File: config.mk
export PLATFORM = sky130hd
export DESIGN_NAME = pe_issue_controller
export DESIGN_NICKNAME = d
export VERILOG_FILES = /design/src/rtl/npu_pkg.sv /design/src/rtl/pe_instr_fifo.sv /design/src/rtl/pe_issue_controller.sv
export SDC_FILE = /design/constraint.sdc
export NUM_CORES = 1
export LEC_CHECK = 0
export CAP_MARGIN = 10
export CELL_PAD_IN_SITES_DETAIL_PLACEMENT = 1
export CELL_PAD_IN_SITES_GLOBAL_PLACEMENT = 1
export CORE_MARGIN = 2
export CORE_UTILIZATION = 49
export CTS_BUF_LIST = sky130_fd_sc_hd__clkbuf_8
export DETAILED_ROUTE_END_ITERATION = 10
export GPL_TIMING_DRIVEN = 0
export PLACE_DENSITY = 0.89
export SYNTH_ARGS = -nofsm -noshare
export SYNTH_HDL_FRONTEND = slang
export SYNTH_SLANG_ARGS = --single-unit
File: constraint.sdc
create_clock -name clk -period 3.15 [get_ports clk]
set_clock_uncertainty 0.15 [all_clocks]
set_input_delay 0.63 -clock clk [delete_from_list [all_inputs] [get_ports clk]]
set_output_delay 0.63 -clock clk [all_outputs]
set_load 0.02 [all_outputs]
File: src/rtl/npu_pkg.sv
// Shared NPU definitions: ALU opcodes, issue FSM states and opcode legality check.
package npu_pkg;

  typedef logic [3:0] opcode_t;

  localparam opcode_t OP_ADD = 4'b0001;
  localparam opcode_t OP_SUB = 4'b0011;
  localparam opcode_t OP_MUL = 4'b0101;
  localparam opcode_t OP_DIV = 4'b0111;

  typedef enum logic [1:0] {
    StIdle,
    StIssue,
    StHold
  } issue_state_e;

  function automatic logic is_legal_op(opcode_t op);
    return (op == OP_ADD) || (op == OP_SUB) || (op == OP_MUL) || (op == OP_DIV);
  endfunction

endpackage

File: src/rtl/pe_instr_fifo.sv
// Synchronous instruction FIFO holding {opcode, a, b}; head is read combinationally.
module pe_instr_fifo #(
  parameter int unsigned WIDTH = 16,
  parameter int unsigned DEPTH = 4
) (
  input  logic                       clk,
  input  logic                       rst_n,
  input  logic                       push,
  input  logic [4+2*WIDTH-1:0]       wdata,
  input  logic                       pop,
  output logic [4+2*WIDTH-1:0]       rdata,
  output logic                       full,
  output logic                       empty,
  output logic [$clog2(DEPTH):0]     count
);

  localparam int unsigned DW = 4 + 2 * WIDTH;
  localparam int unsigned AW = $clog2(DEPTH);
  localparam int unsigned CW = AW + 1;

  logic [DW-1:0] mem_q [DEPTH];
  logic [AW-1:0] wr_ptr_q, rd_ptr_q;
  logic [CW-1:0] count_q, count_d;
  logic          do_push, do_pop;

  assign full    = (count_q == CW'(DEPTH));
  assign empty   = (count_q == '0);
  assign count   = count_q;
  assign rdata   = mem_q[rd_ptr_q];
  // A full FIFO refuses pushes even when the head is leaving this cycle.
  assign do_push = push && !full;
  assign do_pop  = pop && !empty;

  // Occupancy next-state.
  always_comb begin
    count_d = count_q;
    unique case ({do_push, do_pop})
      2'b10:   count_d = count_q + CW'(1);
      2'b01:   count_d = count_q - CW'(1);
      default: count_d = count_q;
    endcase
  end

  // Pointer and count state; pointers wrap naturally at DEPTH.
  always_ff @(posedge clk or negedge rst_n) begin
    if (!rst_n) begin
      wr_ptr_q <= '0;
      rd_ptr_q <= '0;
      count_q  <= '0;
    end else begin
      if (do_push) wr_ptr_q <= wr_ptr_q + AW'(1);
      if (do_pop)  rd_ptr_q <= rd_ptr_q + AW'(1);
      count_q <= count_d;
    end
  end

  // Storage array; contents are don't-care until written.
  always_ff @(posedge clk) begin
    if (do_push) mem_q[wr_ptr_q] <= wdata;
  end

endmodule

File: src/rtl/pe_issue_controller.sv
// Issue front-end for processing_element: buffers instructions, issues one at a time on
// registered PE inputs, captures result plus error flag and returns it over valid/ready.
module pe_issue_controller
  import npu_pkg::*;
#(
  parameter int unsigned WIDTH = 16,
  parameter int unsigned DEPTH = 4
) (
  input  logic             clk,
  input  logic             rst_n,
  input  logic             in_valid,
  output logic             in_ready,
  input  logic [3:0]       in_opcode,
  input  logic [WIDTH-1:0] in_a,
  input  logic [WIDTH-1:0] in_b,
  output logic [3:0]       pe_opcode,
  output logic [WIDTH-1:0] pe_a,
  output logic [WIDTH-1:0] pe_b,
  input  logic [WIDTH-1:0] pe_result,
  output logic             out_valid,
  input  logic             out_ready,
  output logic [WIDTH-1:0] out_result,
  output logic [3:0]       out_opcode,
  output logic             out_err,
  output logic             busy
);

  localparam int unsigned DW = 4 + 2 * WIDTH;
  localparam int unsigned CW = $clog2(DEPTH) + 1;

  issue_state_e     state_q;
  logic             ready_q;
  logic [3:0]       pe_opcode_q;
  logic [WIDTH-1:0] pe_a_q, pe_b_q;
  logic             out_valid_q, out_err_q;
  logic [WIDTH-1:0] out_result_q;
  logic [3:0]       out_opcode_q;

  logic [DW-1:0]    fifo_rdata;
  logic             fifo_full, fifo_empty;
  logic [CW-1:0]    fifo_count;
  logic             push, pop;
  logic             cap_err;
  logic [WIDTH-1:0] cap_result;

  // ready_q keeps in_ready low until the first edge after reset release.
  assign in_ready = ready_q && !fifo_full;
  assign push     = in_valid && in_ready;
  assign pop      = !fifo_empty &&
                    ((state_q == StIdle) || ((state_q == StHold) && out_ready));
  assign busy     = (fifo_count != '0) || (state_q != StIdle);

  assign pe_opcode  = pe_opcode_q;
  assign pe_a       = pe_a_q;
  assign pe_b       = pe_b_q;
  assign out_valid  = out_valid_q;
  assign out_result = out_result_q;
  assign out_opcode = out_opcode_q;
  assign out_err    = out_err_q;

  pe_instr_fifo #(
    .WIDTH (WIDTH),
    .DEPTH (DEPTH)
  ) u_fifo (
    .clk   (clk),
    .rst_n (rst_n),
    .push  (push),
    .wdata ({in_opcode, in_a, in_b}),
    .pop   (pop),
    .rdata (fifo_rdata),
    .full  (fifo_full),
    .empty (fifo_empty),
    .count (fifo_count)
  );

  // Result qualification; divide-by-zero overrides whatever the PE produced.
  always_comb begin
    cap_err    = 1'b0;
    cap_result = pe_result;
    if (!is_legal_op(pe_opcode_q)) begin
      cap_err    = 1'b1;
      cap_result = '0;
    end else if ((pe_opcode_q == OP_DIV) && (pe_b_q == '0)) begin
      cap_err    = 1'b1;
      cap_result = '1;
    end
  end

  // Issue FSM with registered PE inputs and result outputs.
  always_ff @(posedge clk or negedge rst_n) begin
    if (!rst_n) begin
      state_q      <= StIdle;
      ready_q      <= 1'b0;
      pe_opcode_q  <= '0;
      pe_a_q       <= '0;
      pe_b_q       <= '0;
      out_valid_q  <= 1'b0;
      out_result_q <= '0;
      out_opcode_q <= '0;
      out_err_q    <= 1'b0;
    end else begin
      ready_q <= 1'b1;
      unique case (state_q)
        StIdle: begin
          if (pop) begin
            {pe_opcode_q, pe_a_q, pe_b_q} <= fifo_rdata;
            state_q <= StIssue;
          end
        end
        StIssue: begin
          out_result_q <= cap_result;
          out_opcode_q <= pe_opcode_q;
          out_err_q    <= cap_err;
          out_valid_q  <= 1'b1;
          state_q      <= StHold;
        end
        StHold: begin
          if (out_ready) begin
            out_valid_q <= 1'b0;
            if (pop) begin
              {pe_opcode_q, pe_a_q, pe_b_q} <= fifo_rdata;
              state_q <= StIssue;
            end else begin
              state_q <= StIdle;
            end
          end
        end
        default: state_q <= StIdle;
      endcase
    end
  end

endmodule

==> results.md <==
- Status: finished clean
- CTS tree: yes
- Synth cell types: 40
- Post-CTS Resized: 0
- Ys async rst share: 32.1%
- Initial DRC count: around 220
- Worst-path clk slew: approximately 50 ps
- Worst R2R Start: state_q[1]
- Cts hold-fix bufs: 0
- Layout Nets: ~600
- Yosys warnings: 0
- DRC: 0
- Worst-skew pair later-pin latency: approximately 510 ps
- Sequential cell area fraction in the yosys report: around 74%
- RR Endpoint: u_fifo.count[2]
- Non-Filler Instances: 793
- Logic gate share of total power: between 30% and 40%
- Placed Cells: roughly 730
- Leakage Power: approximately 0.0037 uW
- Measured slew at the worst slew-check pin: between 900 and 1000 ps
- Final hold vios: 0
- Synth Register Bits: 212
- Power per cell area: 980 nW/um^2
- Initial antenna violation count: 0
- Slew margin rel.: 38.9%
- Startpoint Class: flop
- FF-to-FF setup slack: between 600 and 700 ps
- Die width: 133 um
- Die height: about 130 um
- Avg Inst Size Synth: slightly above 20 um^2
- Switch share: 32.0%
- Drt pass-1 iters: 4
- Max Fanout on Critical Path: 5
- Design internal power: just under 7000 uW
- Total grt overflow: 0
- CP required: 2370 ps
- Clock Path Buffers: 3
- CP Capture Point: busy
- Global-route wire length before repair: between 20 and 30 mm
- Root Driver: clkbuf_8
- Clk sinks: between 200 and 250
- Final slew viol count: 0
- Commonest non-fill, non-tap cell in the layout: edfxtp_1
- Fin worst setup slack: around 420 ps
- Mapped Area: about 8100 um^2
- Starting Density: ~50%
- DP Wirelength: 11.7 mm
- Cts bufs inserted: 35
- Routed Wire Length: 17.8 mm
- Post-layout min period: 2730 ps
- FF-to-FF path depth: 10
- Crit path from: u_fifo.count[0]
- Vias in the first global route: between 4k and 5k
- Core Util, Final: 62.6%
- Part of the power in the clock network: approximately a fifth
- # Post-CTS Setup Buffers: 0
- Row cnt: between 40 and 50
- EDFF count, synth: around 140
- Tcrit/Tclk final: 86.7%
- Overall power: between 10000 and 15000 uW
- GPL Wtd Cong: between 0.7 and 0.8
- Total core area: 16300 um^2
- Total net switching power: 3210 uW
- CP Class: flop to primary output
- Pre-CTS WS: -11.1 ps
- FMAX: between 300 and 400 MHz
- Commonest non-fill, non-tap cells in the layout: 144 x edfxtp_1, 114 x clkdlybuf4s50_1, 68 x dfrtp_1, 39 x clkbuf_8, 35 x mux4_2
- Worst ir drop on vdd: around 0.46 mV
- Filler cells: around 1.4k
- Total track usage: 21.1%
- Layout area overhead: 26.3%
- Die area: 17600 um^2
- Via count: between 4k and 5k
- WP data arrival: around 2000 ps
- Drt wl/cell: about 22 um
- CTS H-Tree Depth: 2
- Main synth FF type: edfxtp_1
- Max cap viols: 0
- Antenna-violating nets left: 0
- Synth Net Count: roughly 450
- Final hold slack: 106 ps
- Num ports: between 100 and 150
- HP Class: input port to asynchronous set/reset pin
- Final setup fails: 0
- Via density: 5.43
- Syn Inst Count: about 400
- Worst setup EP type: primary output
- Number of buffers added on ports: ~120
- RSZ-0062 raised after global routing: no
- Sequential group share of total power: about two fifths
- Pin count of the biggest net entering global routing: 69
- Share of layout cells above drive strength 1: 25.0%
==> synthesized netlist by cell type (2+ instances only) <==
master / instances / area share (%)
xor2_1: 3 / 0.32
buf_2: 7 / 0.43
o21ai_1: 3 / 0.19
ha_1: 5 / 0.77
nand2_1: 2 / 0.093
edfxtp_1: 144 / 53
mux2_4: 16 / 3.0
a22oi_1: 16 / 1.5
nor3_2: 2 / 0.25
dfrtp_1: 68 / 21
nand2b_1: 2 / 0.15
inv_1: 8 / 0.37
nor4_1: 3 / 0.23
buf_8: 3 / 0.56
buf_6: 2 / 0.28
nor2_1: 2 / 0.093
mux2_2: 25 / 3.5
mux4_2: 35 / 9.7
clkbuf_1: 4 / 0.19
and2_1: 4 / 0.31
o21ai_0: 14 / 0.87
nor2b_1: 2 / 0.15
nor4b_1: 2 / 0.22
xnor2_1: 3 / 0.32
a21oi_1: 2 / 0.12
==> power groups by stage <==
stage / clock network (uW) / logic, uW / registers [uW]
floorplan: 0 / 2010 / 4440
global placement: 0 / 3660 / 4060
detailed placement: 0 / 3860 / 4110
CTS: 2220 / 3890 / 4060
global route: 2330 / 4080 / 4130
finish: 2140 / 3820 / 4060
==> routing by layer <==
layer  track usage (%)  routed length, um  vias up
met2              36.2               9110      148
met4              6.15                327        0
met3              5.79               1140       30
li1                  -                  -     1875
met5                 0                  0        -
met1              26.6               7260     2251
==> how the worst min path moves through the flow <==
| stage | start | end | slack (ps) |
|---|---|---|---|
| 6_report | rst_n | out_result[8] | 110 |
| 5_1_grt | rst_n | out_result[6] | 160 |
| 4_1_cts | rst_n | pe_a[6] | 120 |
| 3_3_place_gp | out_opcode[3] | out_opcode[3] | 340 |
| 2_1_floorplan | rst_n | out_err | 180 |
| 3_5_place_dp | pe_a[14] | pe_a[14] | 350 |
==> metrics by stage <==
| step | TNS (ps) | instance area (um^2) |
|---|---|---|
| finish | 0 | 10200 |
| global route | 0 | 10200 |
| CTS | 0 | 10200 |
| detailed placement | -11.1 | 9610 |
| global placement | -132130 | 9530 |
| floorplan | 0 | 8100 |
==> flip-flops by register name (all words and copies together) (netlist names) <==
register	count
u_fifo.mem_q	144
out_result	16
pe_a	16
pe_b	16
out_opcode	4
pe_opcode	4
u_fifo.count	3
state_q	2
u_fifo.rd_ptr_q	2
u_fifo.wr_ptr_q	2
out_err	1
out_valid	1
ready_q	1
==> layout make-up <==
cell class	count	area (um^2)	share of cell area, %
flip-flops and latches	212	6030	58.9
diodes	1	2.50	0.0245
clock buffers	39	537	5.25
multi-input cells	154	1900	18.6
inverters	8	30.0	0.293
plain buffers	18	145	1.42
well taps	220	275	2.69
clock inverters	22	85.1	0.832
repair buffers	119	1230	12.0
==> worst max-delay path, stage by stage (launching register included) <==
cell             delay, ps
dfrtp_1                430
nor3_2                 350
nand2_1                100
clkdlybuf4s50_1        570
==> cells by family after synthesis <==
group / synth area share (%)
DFF: 74.4
muxes: 16.6
AOI/OAI and AO/OA: 3.07
buffers and inverters: 2.16
and+or+nand+nor: 2.02
adders and majority gates: 1.02
xor gates and xnor gates: 0.649
other: 0.0463
Note: power is estimated with default switching activity, not from simulation.
==> RTL change: new RTL, same flow settings <==
Reset style: synchronous (`rst_n`), changed in 2 clocked blocks.
--- a/src/rtl/pe_instr_fifo.sv
+++ b/src/rtl/pe_instr_fifo.sv
@@ -43,5 +43,5 @@
 
   // Pointer and count state; pointers wrap naturally at DEPTH.
-  always_ff @(posedge clk or negedge rst_n) begin
+  always_ff @(posedge clk) begin
     if (!rst_n) begin
       wr_ptr_q <= '0;
--- a/src/rtl/pe_issue_controller.sv
+++ b/src/rtl/pe_issue_controller.sv
@@ -88,5 +88,5 @@
 
   // Issue FSM with registered PE inputs and result outputs.
-  always_ff @(posedge clk or negedge rst_n) begin
+  always_ff @(posedge clk) begin
     if (!rst_n) begin
       state_q      <= StIdle;
Formal check against the unedited RTL: differs if rst_n is asserted again (counterexample within 4 cycles, from zero or initial values and one cycle with rst_n low); with rst_n held inactive, the same outputs for 10 cycles.
==> RTL change against the original RTL <==
Register-to-register slack lost 0.29 ns; sequential share of layout area is 1.8 points lower; power is 17% lower; area after synthesis shrank 3.7%; sequential cell count rose by 2; critical path type is now input pin to register; final cell count grew 4.9%; first-iteration DRC count is 20% lower; non-clock buffer count up 11; highest routed layer unchanged; wire length increased by 6.1%; die area decreased by 3.6%; cell area shrank 2.0%; combinational power fell by 39%; worst setup slack worse by 0.15 ns.
==> RTL change: results (changes against the original RTL) <==
Outcome
  • Status: finished clean

Placement
  • Worst slack, placed: -0.287 ns (-0.276 ns)
  • DP Area: 9320 sq um (-3.0%)
  • DP HPWL: 12.7 mm (+8.5%)

Worst setup path
  • R2R cell count: 8 (-2)
  • R2R setup slack: 0.36 ns (-0.29 ns)
  • Crit path from: out_ready
  • Reg-to-Reg Start: u_fifo.count[0]
  • R2r endpoint: u_fifo.count[2]
  • Critical Path Max Stage Delay: 0.52 ns (-0.05 ns)
  • CP max FO: 10 (+5)

Finish
  • Antenna Cells: 0 (-1)
  • Post-Layout Cell Count: 832 (+4.9%)
  • Final nets: 652 (+6.9%)
  • Share of cells above drive strength 1: 17.9% (-7.1 points)

Worst hold path
  • Hold Crit Class: register to register

Power
  • VDD IR max: 470 uV (+1.3%)
  • Sw frac: 31.1% (-0.90 points)
  • Seq group: 3.63 mW (-11%)
  • Static Leak: 3.38 nW (-9.6%)

Drt
  • Vias per Instance: 5.49 (+1.1%)
  • Initial drt markers: 179 (-20%)

Logic synthesis
  • Cells after Synth: 434 (+11%)
  • Syn_nets: 496 (+9.3%)
  • Post-synth top cells: 144 x edfxtp_1, 70 x dfxtp_1, 41 x nand2_1
  • Asr flop ratio synth: 0% (-32 points)

Global routing
  • Gr usage total: 23.5% (+2.3 points)
  • Vias in the first global route: 5,177 (+4.8%)
  • Largest net degree at the start of global routing: 25 (-64%)
  • First-pass GRT wire length: 29.2 mm (+3.4%)

Timing
  • Worst relative slew slack: 54.2% (+15 points)
RTL change: metal layers:
| metal | vias up | routed length, um | GRT usage (%) |
|---|---|---|---|
| li1 | 2046 | - | - |
| met1 | 2321 | 7260 | 27.3 |
| met2 | 163 | 9990 | 42.0 |
| met3 | 36 | 1260 | 5.49 |
| met4 | 0 | 421 | 9.61 |
| met5 | - | 0 | 0 |
RTL change: area by class of cell:
type | count | area [sq um]
Timing Repair Buffer | 119 | 1240
Clock inverter | 20 | 115
Buffer | 29 | 151
Fill cell | 1389 | 5690
Tap cell | 216 | 270
Clock buffer | 43 | 592
Multi-Input combinational cell | 188 | 1920
Sequential cell | 214 | 5730
Inverter | 3 | 11.3
RTL change: worst max-delay path by stage:
stage,endpoint,depth (start not counted),slack [ns]
after CTS,u_fifo.count[2],9,0.28
after floorplan,u_fifo.count[2],8,0.74
final,u_fifo.count[2],9,0.27
after detailed placement,u_fifo.count[2],9,-0.29
after global routing,u_fifo.count[2],9,0.08
after global placement,u_fifo.mem_q[0][25],2,-0.17
RTL change: kinds of logic after synthesis:
kind of cell               after synthesis  synth area share, %
adders and majority gates                6                 1.06
DFF                                    214                 73.4
xor gates and xnor gates                 4                0.449
buffers and inverters                   32                 2.08
and+or+nand+nor                         75                 4.86
muxes                                   42                 11.2
AOI/OAI and AO/OA                       61                 7.01
RTL change: per-stage QoR:
stage	setup TNS, ns	util (%)	power (mW)	hold slack (ns)
after global routing	0	63.8	8.74	0.362
after global placement	-22.09	58.7	5.86	0.307
final	0	63.8	8.37	0.332
after CTS	0	63.8	8.45	0.336
after floorplan	0	-	4.95	0.299
after detailed placement	-0.417	59.3	6.01	0.319
